$ cat config.mk
export PLATFORM = sky130hd
export DESIGN_NAME = bitslip_ctrl
export DESIGN_NICKNAME = d
export VERILOG_FILES = /design/src/rtl/bitslip_pkg.sv /design/src/rtl/bitslip_ctrl.sv
export SDC_FILE = /design/constraint.sdc
export NUM_CORES = 1
export LEC_CHECK = 0
export ABC_CLOCK_PERIOD_IN_PS = 2000
export CAP_MARGIN = 30
export CORE_MARGIN = 2
export CORE_UTILIZATION = 40
export CTS_CLUSTER_DIAMETER = 30
export DETAILED_ROUTE_END_ITERATION = 6
export GPL_TIMING_DRIVEN = 0
export PLACE_DENSITY = 0.7
export SETUP_SLACK_MARGIN = 0.5
export SYNTH_ARGS = -nofsm -noshare
export SYNTH_HDL_FRONTEND = slang
export SYNTH_SLANG_ARGS = --single-unit
$ cat constraint.sdc
create_clock -name clk -period 2 [get_ports clk]
set_input_delay 0.4 -clock clk [delete_from_list [all_inputs] [get_ports clk]]
set_output_delay 0.4 -clock clk [all_outputs]
set_load 0.02 [all_outputs]
$ cat src/rtl/bitslip_pkg.sv
// Shared definitions for the ISERDES bitslip alignment controller:
// FSM state encoding, default tuning constants and a counter-width helper.
package bitslip_pkg;

    typedef enum logic [2:0] {
        ST_IDLE   = 3'd0,
        ST_SETTLE = 3'd1,
        ST_CHECK  = 3'd2,
        ST_SLIP   = 3'd3,
        ST_DONE   = 3'd4
    } state_e;

    localparam int unsigned       DEF_WORD_W   = 12;
    localparam logic [11:0]       DEF_PTTN     = 12'h03F;
    localparam int unsigned       DEF_SLIP_MAX = 6;
    localparam int unsigned       DEF_SETTLE   = 3;
    localparam int unsigned       DEF_MATCH_N  = 8;

    // Width needed to count 0..n-1, never less than one bit.
    function automatic int unsigned cnt_w(input int unsigned n);
        return (n > 1) ? $clog2(n) : 1;
    endfunction

endpackage

$ cat src/rtl/bitslip_ctrl.sv
// Frame-word alignment: compares the deserialized word against the sync pattern
// and issues BITSLIP pulses until MATCH_N consecutive matches or all rotations fail.
module bitslip_ctrl
    import bitslip_pkg::*;
#(
    parameter int unsigned       WORD_W   = DEF_WORD_W,
    parameter logic [WORD_W-1:0] PTTN     = DEF_PTTN,
    parameter int unsigned       SLIP_MAX = DEF_SLIP_MAX,
    parameter int unsigned       SETTLE   = DEF_SETTLE,
    parameter int unsigned       MATCH_N  = DEF_MATCH_N
) (
    input  logic              clk,
    input  logic              rst,
    input  logic              init,
    input  logic [WORD_W-1:0] des_data,
    output logic              bitslip,
    output logic              run,
    output logic              done,
    output logic              ok,
    output logic [2:0]        slip_cnt
);

    localparam int unsigned WAIT_W  = cnt_w(SETTLE);
    localparam int unsigned MATCH_W = cnt_w(MATCH_N);

    state_e             state_q, state_d;
    logic [WAIT_W-1:0]  wait_q, wait_d;
    logic [MATCH_W-1:0] match_q, match_d;
    logic [2:0]         slip_q, slip_d;
    logic               ok_q, ok_d;
    logic               bitslip_q, bitslip_d;
    logic               run_q, run_d;
    logic               done_q, done_d;

    logic               word_hit;

    assign word_hit = (des_data == PTTN);

    // NOTE: every variable gets its hold value before the case so no path
    // through this block leaves one unassigned, which would infer a latch.
    always_comb begin
        state_d = state_q;
        wait_d  = wait_q;
        match_d = match_q;
        slip_d  = slip_q;
        ok_d    = ok_q;

        unique case (state_q)
            ST_IDLE: begin
                if (init) begin
                    state_d = ST_SETTLE;
                    wait_d  = '0;
                    match_d = '0;
                    slip_d  = '0;
                    ok_d    = 1'b0;
                end
            end
            ST_SETTLE: begin
                if (wait_q == WAIT_W'(SETTLE - 1)) begin
                    state_d = ST_CHECK;
                    wait_d  = '0;
                    match_d = '0;
                end else begin
                    wait_d = wait_q + 1'b1;
                end
            end
            ST_CHECK: begin
                if (word_hit) begin
                    if (match_q == MATCH_W'(MATCH_N - 1)) begin
                        state_d = ST_DONE;
                        ok_d    = 1'b1;
                    end else begin
                        match_d = match_q + 1'b1;
                    end
                end else begin
                    // Any mismatch voids the partial run; the last rotation failing ends the search.
                    match_d = '0;
                    if (slip_q == 3'(SLIP_MAX - 1)) begin
                        state_d = ST_DONE;
                        ok_d    = 1'b0;
                    end else begin
                        state_d = ST_SLIP;
                        slip_d  = slip_q + 3'd1;
                    end
                end
            end
            ST_SLIP: begin
                state_d = ST_SETTLE;
                wait_d  = '0;
            end
            ST_DONE: begin
                state_d = ST_IDLE;
            end
            default: begin
                state_d = ST_IDLE;
            end
        endcase

        // Outputs are decoded from the next state so the registered copies line up with state_q.
        bitslip_d = (state_d == ST_SLIP);
        done_d    = (state_d == ST_DONE);
        run_d     = (state_d != ST_IDLE);
    end

    // NOTE: state uses non-blocking assignments so every register samples
    // pre-edge values; reset is synchronous, checked only on the clock edge.
    always_ff @(posedge clk) begin
        if (rst) begin
            state_q   <= ST_IDLE;
            wait_q    <= '0;
            match_q   <= '0;
            slip_q    <= '0;
            ok_q      <= 1'b0;
            bitslip_q <= 1'b0;
            run_q     <= 1'b0;
            done_q    <= 1'b0;
        end else begin
            state_q   <= state_d;
            wait_q    <= wait_d;
            match_q   <= match_d;
            slip_q    <= slip_d;
            ok_q      <= ok_d;
            bitslip_q <= bitslip_d;
            run_q     <= run_d;
            done_q    <= done_d;
        end
    end

    assign bitslip  = bitslip_q;
    assign run      = run_q;
    assign done     = done_q;
    assign ok       = ok_q;
    assign slip_cnt = slip_q;

endmodule

# Yosys cells after proc, flatten, opt, wreduce, memory -nomap -nowiden
# Index checks and enable logic that the tools add are counted.
# totals
reg_bits	15
output_inout_bits	7
wordCells	58
# op_classes
reduce_logical	9
addsub	3
n_eq_ne	16
muxes	22
# op_table
cell	count
$mux W3	11
$eq A12 B6 Y1 const B	1
$pmux W3 S4	1
$reduce_and A4 Y1	3
$eq A3 B2 Y1 const B	3
$eq A3 B3 Y1 const B	3
$ne A3 B3 Y1 const B	3
$pmux W3 S3	1
$reduce_bool A3 Y1	3
$ne A2 B2 Y1 const B	4
$add A3 B1 Y3 const B	2
$pmux W2 S3	1
$pmux W3 S2	1
$mux W1	4
$mux W2	2
$eq A3 B1 Y1 const B	1
$logic_not A3 Y1	1
$add A2 B1 Y2 const B	1
$eq A2 B2 Y1 const B	1
$pmux W1 S2	1
$reduce_and A2 Y1	1
$reduce_bool A2 Y1	1

# Depth between registers and ports, before layout
# Gate-level depths: netlist of run 1.
# logic_depth
ltp_word	5
mapped_depth	6
depth_no_buf	6

# Least setup slack after synthesis of run 1
# OpenSTA, ideal clock, no wires.
# synth_path
kind	register to register
from	register match_q[0]
to	register match_q[0]
stages_incl_launch_ff	7
period_less_slack_ns	2.016
t_arrival_ns	1.936
path_buffers	0
required_ns	1.921
setup_ns	0.079
path_slack_ns	-0.016
cell_sequence	dfxtp_1 -> ha_1 -> ha_1 -> or4b_1 -> or4_4 -> nor2b_4 -> a211oi_2
# synth_via
elab_chain_len	4
# synth_lines
item	line	rtl
from (decl)	bitslip_ctrl.sv:28	logic [MATCH_W-1:0] match_q, match_d;
from (signal assigned)	bitslip_ctrl.sv:120	match_q <= match_d;
$add A3 B1 Y3	bitslip_ctrl.sv:73	match_d = match_q + 1'b1;
$mux W3	bitslip_ctrl.sv:69	if (match_q == MATCH_W'(MATCH_N - 1)) begin
$mux W3	bitslip_ctrl.sv:68	if (word_hit) begin
$pmux W3 S3	bitslip_ctrl.sv:48	unique case (state_q)
# Parallel ways exist; a longest one is shown, timed or not. The select of a mux whose other input is x is not followed.
# A chain may end at the register's enable or synchronous reset.

# Worst setup path after layout of run 1
# Ends and elaborated chain as after synthesis.

==> results summary, run 1 <==
The run finished, with violations left. The checks that failed: setup timing. In the final timing run, aggregate negative setup slack is -0.0215 ns. The clock slew at the register clock pins of the worst setup and hold paths came out at about 0.090 ns. The remaining design rule violation count is 0. The headroom to the max-slew limit is 66.3%. The net count after synthesis is 100.

At the end of the flow the core is filled with cells to between 60 and 70%. The proportion of layout cells with a drive suffix above 1 came out at between 30% and 40%. The startpoint identified for the worst register-to-register timing path is match_q[0]. The floorplan step set the die height to 48.4 um. The worst-case vdd ir drop came out at between 0.0002 and 0.0003 V. The synthesized instance count is just over 80. For this design the static power due to leakage is 0.000544 uW. The number of distinct standard cells referenced by the synthesized netlist came out at 36. Along the worst path, the maximum fanout reaches 5.

The power density over cell area came out at 447 nW/um^2. The worst setup path is captured at a register. The signal on the critical path passes through ha_4 > ha_4 > or4b_4 > or4_4 > nor2b_4 > a211oi_2.

The congestion estimate from routability-driven global placement came to between 0.7 and 0.8. Detailed routing placed a total of ~110 um of wire on met3. For this run, the slowest stage of the critical path takes 0.48 ns. For flop-to-flop paths, the worst setup slack is -0.02 ns. Routed signal wires occupy layers up through met4. The share of synthesized flip-flops with an asynchronous set or reset came out at 0%. The synthesized area per cell came out at 9.73 um^2. The chip width is 48.4 um.

Measured in cells, the most critical reg-to-reg path has a length of 6. For the pin with the worst max-slew slack, the measured transition is 0.505 ns. The post-synthesis to final-layout area growth is 65.7%. The number of routed nets with antenna violations came out at 0. In this run the number of H-tree levels came out at 1. The total global routing track utilization came out at 20.4%. The proportion of synthesized chip area in sequential cells is 38.1%. The row count is 16. The initial antenna violation count came to 0.

The total of buffers placed on input and output ports is 20. The number of detailed-routing iterations run before antenna repair came out at 4. TritonCTS built the clock tree. The number of endpoints with negative hold slack in the final report is 0.

In this run the critical register-to-register path is captured at match_q[0]. The tree built by TritonCTS fans out to 15 sinks. The clock arrives with 0.00596 ns of skew. The detailed router finished its first iteration with 25 violations. The final setup violation count came out at 2.

Dividing the detail-routed wire length by the instance count gives around 15 um. The floorplan core area is approximately 1900 um^2. The starting density of the core came out at 41.4%. After legalization and detailed placement, the total HPWL measured 1.28 mm. The clock root buffer is sky130_fd_sc_hd__clkbuf_4.

The final worst setup slack is -0.0156 ns. The overall overflow remaining after global route came out at 0. The met2 routed wirelength is between 1 and 1.5 mm. In this run the cell area measured after placement is 1050 um^2. The startpoint of the most critical setup path is match_q[0]. The final wirelength is 2.18 mm. The main flop type after synthesis is sky130_fd_sc_hd__dfxtp_1. Yosys mapped a number of flops with a built-in enable equal to 0. The data required time at the worst endpoint is 2.22 ns.

The most used cell along the critical path is sky130_fd_sc_hd__ha_4. For this block, the via count after detailed routing is 809. At the placement stage, the worst setup path has a slack of -0.425 ns. The number of hold buffers added after cts came out at 0. The worst setup path is of the register to register kind. The area enclosed by the die boundary came out at 2340 um^2. In this run the worst setup path terminates at match_q[0].

The pin count of the biggest net entering global routing is 11. The cell area after layout is 1310 um^2. The detailed router put a total of about 930 um of wire on met1. The number of antenna diodes in the final layout is 0. The path class of the tightest hold or removal check is register to register. The netlist area before placement came out at 788 um^2. In the routed layout, each cell is associated on average with a via count of 5.50. The max-slew violation total from the final report is 0. The slowest stage of the critical path belongs to the cell sky130_fd_sc_hd__or4b_4. The time the worst path needs with I/O delays and setup came out at 2.02 ns. The cell depth of the worst min-delay path came out at 2. The worst setup path is launched from a register. For this run, the top clock speed supported by timing is 0.496 GHz. The count of pins on the block boundary is 22.

The maximum buffer depth of the clock tree came out at 2. The clock insertion delay at the later pin of the skew report is 0.29 ns. The first-pass GRT wire length came out at approximately 3.7 mm. The final total power came out at 584 uW. The count of warnings emitted by yosys is 0. The number of global-route vias before repair is ~810. In this run, CTS created clock tree buffers numbering 3. The number of nets in the layout came out at 140. Of the available clock period, the critical path in the final layout requires 101%.

The count of state elements after synthesis is 15. Setup repair after global routing could not meet its margin everywhere. The max capacitance violation total is 0. The data arrival time of the worst path came out at 2.23 ns.
==> where the power goes <==
part | internal (uW) | total [uW] | switching, uW
clock | 77.7 | 178 | 101
combinational | 51.1 | 93.9 | 42.8
sequential | 303 | 312 | 8.32
total | 432 | 584 | 152
==> synth_stat cells, types with 2 or more instances <==
cell type	n	area, um^2
sky130_fd_sc_hd__dfxtp_1	15	300
sky130_fd_sc_hd__nor4b_1	2	17.5
sky130_fd_sc_hd__nand2_1	2	7.51
sky130_fd_sc_hd__o21a_1	2	15.0
sky130_fd_sc_hd__nor2_1	6	22.5
sky130_fd_sc_hd__o32ai_1	2	17.5
sky130_fd_sc_hd__or4_4	2	22.5
sky130_fd_sc_hd__a21oi_1	6	30.0
sky130_fd_sc_hd__nor4_1	2	12.5
sky130_fd_sc_hd__a31oi_1	2	12.5
sky130_fd_sc_hd__inv_1	4	15.0
sky130_fd_sc_hd__ha_1	4	50.1
sky130_fd_sc_hd__nor3_1	5	25.0
sky130_fd_sc_hd__nand2b_1	3	18.8
sky130_fd_sc_hd__or3_1	3	18.8
==> what timing repair did <==
item | 4_1_cts | 5_1_grt
gates resized for setup | 40 | 9
hold endpoints to repair | 0 | 0
setup endpoints to repair | 22 | 14
buffers inserted | 15 | 0
pin swaps | 13 | 2
==> registers in the layout (all words and copies together) (netlist names) <==
| register | count |
|---|---|
| state_q | 3 |
| match_q | 3 |
| done | 1 |
| ok | 1 |
| wait_q | 2 |
| slip_cnt | 3 |
| run | 1 |
| bitslip | 1 |
==> cells in the final DEF, fill, tap and decap left out, drive strengths merged, types with 4 or more instances in the layout <==
cell / instances
dlymetal6s2s: 4
inv: 4
buf: 20
nor2: 6
ha: 4
dfxtp: 15
clkbuf: 5
dlygate4sd2: 9
a21oi: 6
nor3: 5
==> area by class of cell <==
type / instances / area (um^2)
buffer: 3 / 18.8
clock buffer: 4 / 26.3
fill: 147 / 596
inverter: 4 / 15.0
multi-input combinational: 59 / 571
sequential: 15 / 305
tap: 27 / 33.8
timing repair buffer: 35 / 337
==> cell families (layout without fill, tap and decap cells) <==
group | Yosys count | in the layout | share of synthesized area [%]
compound gates | 20 | 20 | 20.6
buf+inv | 7 | 46 | 4.28
mux | 1 | 1 | 1.43
flops | 15 | 15 | 38.1
xor+xnor | 1 | 1 | 1.11
fa+ha+maj | 4 | 4 | 6.35
simple gates | 33 | 33 | 28.1
==> stage by stage <==
step	std cells	hold WS [ns]
3_5_place_dp	128	0.503
3_3_place_gp	128	0.498
2_1_floorplan	81	0.485
6_report	147	0.528
5_1_grt	147	0.562
4_1_cts	147	0.525
==> worst max-delay path: cells and delay by family (launching register included) <==
| family | cells | cell delay [ns] |
|---|---|---|
| simple gates | 3 | 1.10 |
| fa+ha+maj | 2 | 0.31 |
| flops | 1 | 0.36 |
| compound gates | 1 | 0.17 |
==> per-layer routing <==
metal / vias up / global-route usage, %
met5: - / 0
met4: 0 / 11.0
met3: 9 / 2.47
met2: 33 / 34.0
met1: 379 / 25.9
li1: 388 / -
==> how the worst min path moves through the flow <==
stage                     from         end
global placement    match_q[1]  match_q[1]
CTS                 match_q[1]  match_q[1]
global route        match_q[1]  match_q[1]
detailed placement  match_q[0]  match_q[0]
floorplan           match_q[0]  match_q[0]
finish              match_q[2]  match_q[2]
Note: power is estimated with default switching activity, not from simulation.
==> run 2, diff against run 1 <==
--- a/config.mk
+++ b/config.mk
@@ -14,6 +14,7 @@
 export GPL_TIMING_DRIVEN = 0
 export PLACE_DENSITY = 0.7
 export SETUP_SLACK_MARGIN = 0.5
+export SKIP_LAST_GASP = 1
 export SYNTH_ARGS = -nofsm -noshare
 export SYNTH_HDL_FRONTEND = slang
 export SYNTH_SLANG_ARGS = --single-unit
==> results summary, run 2 (synthesis gave the netlist of run 1 again) <==
The flow ran to the end, but the final reports show violations. The checks that failed: setup timing. The initial antenna violation count came out at 0 (unchanged). The cell count of the worst reg-to-reg path is 6 (unchanged). The H-tree depth is 1 (unchanged). The average via count per standard cell is 5.58 (+1.4%). The slew at the pin closest to its max-slew limit is 0.485 ns (-0.0194 ns). The final antenna diode count came out at 0 (unchanged). The time the worst path needs with I/O delays and setup came to 2.05 ns (+0.0344 ns).

The final worst setup slack is -0.0500 ns (-0.0344 ns). The clock insertion delay at the later pin of the skew report came out at 0.31 ns (+0.02 ns). The number of routed nets with antenna violations came out at 0 (unchanged).

The combinational share of power is 16.4% (+0.3 points). The worst-case vdd ir drop was 0.000291 V (+8.3%). The area enclosed by the die boundary came to 2340 um^2 (unchanged). The internal power of the cells is 436 uW (+0.88%). The total number of clock tree sinks came out at 15 (unchanged). The overall overflow remaining after global route came out at 0 (unchanged). The startpoint of the tightest hold check path is match_q[1]. The chip width came to 48.4 um (unchanged).

The number of global-route vias before repair is 802 (-1.4%). The average detailed-routed wire length per instance came out at 15.6 um (+5.7%). The number of hold buffers added after cts came to 0 (unchanged).

The share of total power in the clock network came out at 31.4% (+0.9 points). The proportion of layout cells with a drive suffix above 1 came to 42.9% (+7.9 points). The worst hold path belongs to the class register to register. The total of buffers placed on input and output ports came out at 20 (unchanged).

The routed via count came out at 854 (+5.6%). The floorplan core area is 1900 um^2 (unchanged). The starting density of the core came out at 41.4% (unchanged).

The layout filler cell count came out at 137 (-6.8%). The row count is 16 (unchanged). The worst setup path is launched from a register.

The peak fanout along the critical path is 5 (unchanged). The startpoint identified for the worst register-to-register timing path is match_q[0]. The final total power came to 599 uW (+2.6%). The period utilization was 103% (+1.7 points). The final wirelength was 2.39 mm (+10%). The count of pins on the block boundary was 22 (unchanged).

The leakage power is 0.000579 uW (+6.6%). The number of endpoints with negative hold slack in the final report was 0 (unchanged). The kind of critical path is register to register. The HPWL reported at the end of detailed placement is 1.28 mm (unchanged). The switching share of total power came to 27.2% (+1.3 points). The number of detailed-routing iterations run before antenna repair came to 4 (unchanged).

The hold-critical path endpoint is match_q[1]. The clock buffer count from CTS came out at 3 (unchanged). The remaining design rule violation count is 0 (unchanged).

The clock root buffer is sky130_fd_sc_hd__clkbuf_4. The number of nets in the layout came out at 146 (+4.3%). The total global routing track utilization came out at 19.4% (-0.99 points).

The die height is 48.4 um (unchanged). The DRC marker count from the first detailed-route iteration came out at 24 (-4.0%). The highest achievable clock rate is 0.488 GHz (-1.7%). The final estimated routing congestion in global placement is 0.768 (unchanged). The setup slack of the most critical reg-to-reg path is -0.05 ns (-0.03 ns). The worst slack at placement came out at -0.425 ns (unchanged). The post-synthesis to final-layout area growth is 71.4%. The headroom to the max-slew limit came out at 67.6% (+1.3 points). The power density over cell area is 443 nW/um^2 (-0.81%). The element type at the critical path end is a register. The max-slew violation total from the final report is 0 (unchanged). The worst clock skew is 0.0125 ns (+0.00653 ns).

Setup repair after global routing could not meet its margin everywhere. The first-pass GRT wire length came out at 3.57 mm (-4.3%). In the layout the commonest cells are 12 x sky130_fd_sc_hd__buf_4, 11 x sky130_fd_sc_hd__buf_6, 9 x sky130_fd_sc_hd__dfxtp_1, 7 x sky130_fd_sc_hd__dlygate4sd2_1. Leaving out fill and tap cells, the most frequent cell in the layout is sky130_fd_sc_hd__buf_4. The part of the total power dissipated in sequential elements came out at 52.1% (-1.3 points).

The reg-to-reg endpoint is run. The maximum buffer depth of the clock tree is 2 (unchanged). The power spent charging and discharging nets came out at 163 uW (+7.6%). The cell depth of the worst min-delay path came out at 2 (unchanged). The data arrival time of the worst path was 2.25 ns (+0.02 ns). The clock slew at the register clock pins of the worst setup and hold paths is 0.10 ns (about the same).

TritonCTS built the clock tree. The tightest hold margin came out at 0.528 ns (+0.0000180 ns). The pin count of the biggest net entering global routing came to 11 (unchanged).

The max capacitance violation total is 0 (unchanged). The final setup violation count came out at 2 (unchanged). The data required time at the worst endpoint is 2.20 ns (-0.02 ns).
## run 2: cell types whose count changed in the layout (fill, tap and decap cells not counted), sizes merged
cell,before,now
dlygate4sd2,9,7
clkdlybuf4s15,1,0
buf,20,26
clkbuf,5,6
dlymetal6s2s,4,5
clkdlybuf4s50,3,4
## run 2: worst max-delay path, stage by stage (launching register included)
cell	delay, ns
sky130_fd_sc_hd__dfxtp_4	0.37
sky130_fd_sc_hd__ha_4	0.16
sky130_fd_sc_hd__ha_4	0.15
sky130_fd_sc_hd__or4b_4	0.48
sky130_fd_sc_hd__or4_4	0.47
sky130_fd_sc_hd__a31o_1	0.25
sky130_fd_sc_hd__o31ai_1	0.07
## run 2: cell type report
type	count	area [um^2]	share of cell area, %
buffer	3	18.8	1.39
clock buffer	4	26.3	1.94
inverter	4	15.0	1.11
multi-input combinational	59	566	41.9
sequential	15	310	23.0
tap	27	33.8	2.50
timing repair buffer	41	382	28.2
## run 2: metal layers
metal  up-vias  part of all wire [%]  track usage [%]
met5         -                     0                0
met4         0                   2.7             10.5
met3        10                   5.5             2.16
met2        40                    50             31.9
met1       408                    42             25.1
li1        396                     -                -
## run 2: metrics by stage
step                std cells  utilization [%]  TNS (ns)  area, um^2
floorplan                  81                -         0         820
global placement          128             55.4     -3.71        1050
detailed placement        128             55.4     -4.09        1050
CTS                       147             66.6   -0.0258        1270
global route              153             71.1    -0.185        1350
finish                    153             71.1   -0.0758        1350
## run 2: timing repair
item                       4_1_cts  5_1_grt
buffers inserted                15        6
setup endpoints to repair       22       14
gates resized for setup         36       17
pin swaps                       12        8
## run 2: how the worst max path moves through the flow
stage / from / endpoint / slack [ns] / depth (start not counted)
floorplan: match_q[0] / match_q[0] / 0.07 / 6
global placement: des_data[9] / match_q[0] / -0.39 / 5
detailed placement: init / run / -0.43 / 5
CTS: match_q[0] / match_q[0] / -0.02 / 6
global route: match_q[0] / run / -0.09 / 6
finish: match_q[0] / run / -0.05 / 6
## run 2: power by group through the flow
stage | Sequential (uW) | Clock, uW | Combinational [uW]
global placement | 318 | 0 | 76.9
global route | 313 | 204 | 105
floorplan | 320 | 0 | 37.9
CTS | 311 | 180 | 93.3
finish | 312 | 188 | 98.5
detailed placement | 318 | 0 | 79.2
==> run 3, diff against run 2 <==
--- a/config.mk
+++ b/config.mk
@@ -7,7 +7,7 @@
 export LEC_CHECK = 0
 export ABC_CLOCK_PERIOD_IN_PS = 2000
 export CAP_MARGIN = 30
-export CORE_MARGIN = 2
+export CORE_MARGIN = 5
 export CORE_UTILIZATION = 40
 export CTS_CLUSTER_DIAMETER = 30
 export DETAILED_ROUTE_END_ITERATION = 6
==> results summary, run 3 (synthesis gave the netlist of run 1 again) <==
The average detailed-routed wire length per instance came out at 15.0 um (-4.4%). The met2 global-route usage is 30.1% (-1.9 points). The top cell types in the final layout, fill and taps aside, are 13 x sky130_fd_sc_hd__dfxtp_1, 11 x sky130_fd_sc_hd__dlygate4sd2_1, 9 x sky130_fd_sc_hd__buf_6. The clock slew at the register clock pins of the worst setup and hold paths came to 0.10 ns (about the same). The clock buffer count from CTS came out at 3 (unchanged). The clock root buffer is sky130_fd_sc_hd__clkbuf_4. The post-synthesis to final-layout area growth is 57.6%. The floorplan core area came to 1920 um^2 (+1.1%). The number of hold buffers added after cts is 0 (unchanged). The cell count of the worst reg-to-reg path came to 6 (unchanged).

The max-slew violation total from the final report is 0 (unchanged). The final estimated routing congestion in global placement is 0.779 (+1.5%). The combined area of the multi-input logic cells is 536 um^2 (-5.3%).

The data arrival time of the worst path came out at 2.25 ns (about the same). The layer with the highest usage is met2. The number of non-filler instances in the completed layout is 145 (-5.2%). The max capacitance violation total is 0 (unchanged).

The power density over cell area is 467 nW/um^2 (+5.4%). The reg-to-reg endpoint is match_q[0]. The hold-critical path endpoint is match_q[2]. The kind of critical path is register to register.

The starting density of the core is 41.0% (-0.43 points). The row count came out at 16 (unchanged). The area enclosed by the die boundary came out at 2960 um^2 (+26%). In this run the critical register-to-register path is launched from match_q[0]. The chip width was 54.4 um (+12%). The remaining design rule violation count came out at 0 (unchanged). STA classifies the critical path startpoint as a register.

The worst-case vdd ir drop came out at 0.000371 V (+27%). Walking the worst path, the cells encountered are ha_4 > ha_4 > or4b_4 > or4_4 > nor2b_4 > a211oi_2. The layout filler cell count came out at 162 (+18%).

The overall overflow remaining after global route came to 0 (unchanged). The flow ran to the end, but the final reports show violations. The DRC marker count from the first detailed-route iteration came out at 13 (-46%).

The final wirelength came out at 2.17 mm (-9.4%). The slew at the pin closest to its max-slew limit was 0.527 ns (+0.0420 ns). The worst setup path is captured at a register. The time the worst path needs with I/O delays and setup came out at 2.04 ns (-0.0114 ns). The headroom to the max-slew limit is 64.8% (-2.8 points). The total of buffers placed on input and output ports is 20 (unchanged). The average via count per standard cell is 5.46 (-2.3%). TritonCTS built the clock tree. In this design, the critical path's most frequently occurring cell is sky130_fd_sc_hd__ha_4.

The total global routing track utilization came out at 15.7% (-3.8 points). The worst-path cell with the longest stage delay is sky130_fd_sc_hd__or4b_4. The buffers plus inverters on the worst setup path came out at 0 (unchanged).

The data required time at the worst endpoint came out at 2.21 ns (about the same). In this run the most critical hold path is launched from match_q[2]. The final total power was 581 uW (-3.1%).

The final worst setup slack came out at -0.0387 ns (+0.0114 ns). The number of placed instances, taps included came out at 129 (+0.78%). The die height came to 54.4 um (+12%). The final reports fail on setup timing. The peak fanout along the critical path is 5 (unchanged). The leakage power was 0.000511 uW (-12%).

The HPWL reported at the end of detailed placement came to 1.39 mm (+8.6%). Setup repair after global routing could not meet its margin everywhere. The count of pins on the block boundary was 22 (unchanged). The proportion of layout cells with a drive suffix above 1 is 32.2% (-11 points). The footprint of the flip-flops and latches was 305 um^2 (-1.6%). The H-tree depth is 1 (unchanged). The final antenna diode count came out at 0 (unchanged). The routed via count came out at 791 (-7.4%). The total number of clock tree sinks was 15 (unchanged). The initial antenna violation count came out at 0 (unchanged). The first-pass GRT wire length is 3.27 mm (-8.3%). The final setup violation count is 3 (+1). The number of nets in the layout is 138 (-5.5%). The met3 layer usage reported by global route came out at 5.72% (+3.6 points). The period utilization is 102% (-0.57 points). The number of detailed-routing iterations run before antenna repair is 4 (unchanged). The leading cell type in the layout, fill and taps excluded is sky130_fd_sc_hd__dfxtp_1. The cell depth of the worst min-delay path came out at 2 (unchanged). The highest achievable clock rate came out at 0.491 GHz (+0.56%). The number of global-route vias before repair was 761 (-5.1%). The cell type group with the largest total delay on the critical path is simple AND/OR/NAND/NOR gates. The global-route track usage on met1 came out at 16.2% (-8.9 points). The setup slack of the most critical reg-to-reg path is -0.04 ns (about the same). The pin count of the biggest net entering global routing came out at 11 (unchanged). The maximum buffer depth of the clock tree is 2 (unchanged). The startpoint of the most critical setup path is match_q[0]. The number of endpoints with negative hold slack in the final report came out at 0 (unchanged). The clock insertion delay at the later pin of the skew report was 0.29 ns (-0.02 ns). The number of routed nets with antenna violations came out at 0 (unchanged). The worst clock skew came out at 0.00581 ns (-0.00667 ns). The class of the worst hold path is register to register. The largest stage delay on the critical path is 0.48 ns (about the same).
## run 3: cell count changes in the layout (fill, tap and decap cells not counted), sizes merged
cell           delta
buf               -8
dlygate4sd2       +4
clkdlybuf4s15     +1
dlymetal6s2s      -3
clkinv            +1
clkbuf            -2
clkdlybuf4s50     -1
## run 3: per-layer routing
layer	part of all wire, %	vias up
met3	4.5	5
met4	1.2	0
li1	-	385
met5	0	-
met2	52	23
met1	43	378
## run 3: through the flow
stage | setup slack, ns | hold slack (ns) | util, % | instance area, um^2 | TNS [ns]
floorplan | 0.0721 | 0.485 | - | 820 | 0
CTS | -0.0337 | 0.526 | 61.6 | 1180 | -0.0463
global placement | -0.394 | 0.497 | 54.8 | 1050 | -3.80
global route | -0.0700 | 0.557 | 64.6 | 1240 | -0.193
detailed placement | -0.402 | 0.502 | 55.4 | 1060 | -3.19
finish | -0.0387 | 0.533 | 64.6 | 1240 | -0.0629
## run 3: area by class of cell
class / instances / area share, %
multi-input cells: 59 / 43.1
inverters: 4 / 1.21
clock inverters: 1 / 0.403
plain buffers: 3 / 1.51
repair buffers: 33 / 24.7
clock buffers: 3 / 1.81
flip-flops and latches: 15 / 24.6
well taps: 27 / 2.72
## run 3: repair_timing
item,in CTS,in global routing
setup buffers,9,3
gates resized for setup,34,10
pin swaps,6,3
endpoints found under the setup margin,22,15
gates cloned,0,0
## run 3: worst register-to-register path: cells and delay by family, from the launching register on
| family | cells | cell delay (ns) |
|---|---|---|
| and+or+nand+nor | 3 | 1.11 |
| AOI/OAI and AO/OA | 1 | 0.17 |
| adders and majority gates | 2 | 0.32 |
| DFF | 1 | 0.36 |
## run 3: worst max-delay path by stage
| stage | end | slack, ns | depth (start not counted) |
|---|---|---|---|
| after floorplan | match_q[0] | 0.07 | 6 |
| after global placement | match_q[0] | -0.39 | 5 |
| after detailed placement | match_q[0] | -0.40 | 5 |
| after CTS | match_q[0] | -0.03 | 6 |
| after global routing | match_q[1] | -0.07 | 5 |
| final | match_q[0] | -0.04 | 6 |
## run 3: power by group
part | switching [uW] | internal [uW]
Clock | 103 | 74.4
Combinational | 41.4 | 49.8
Sequential | 8.33 | 304
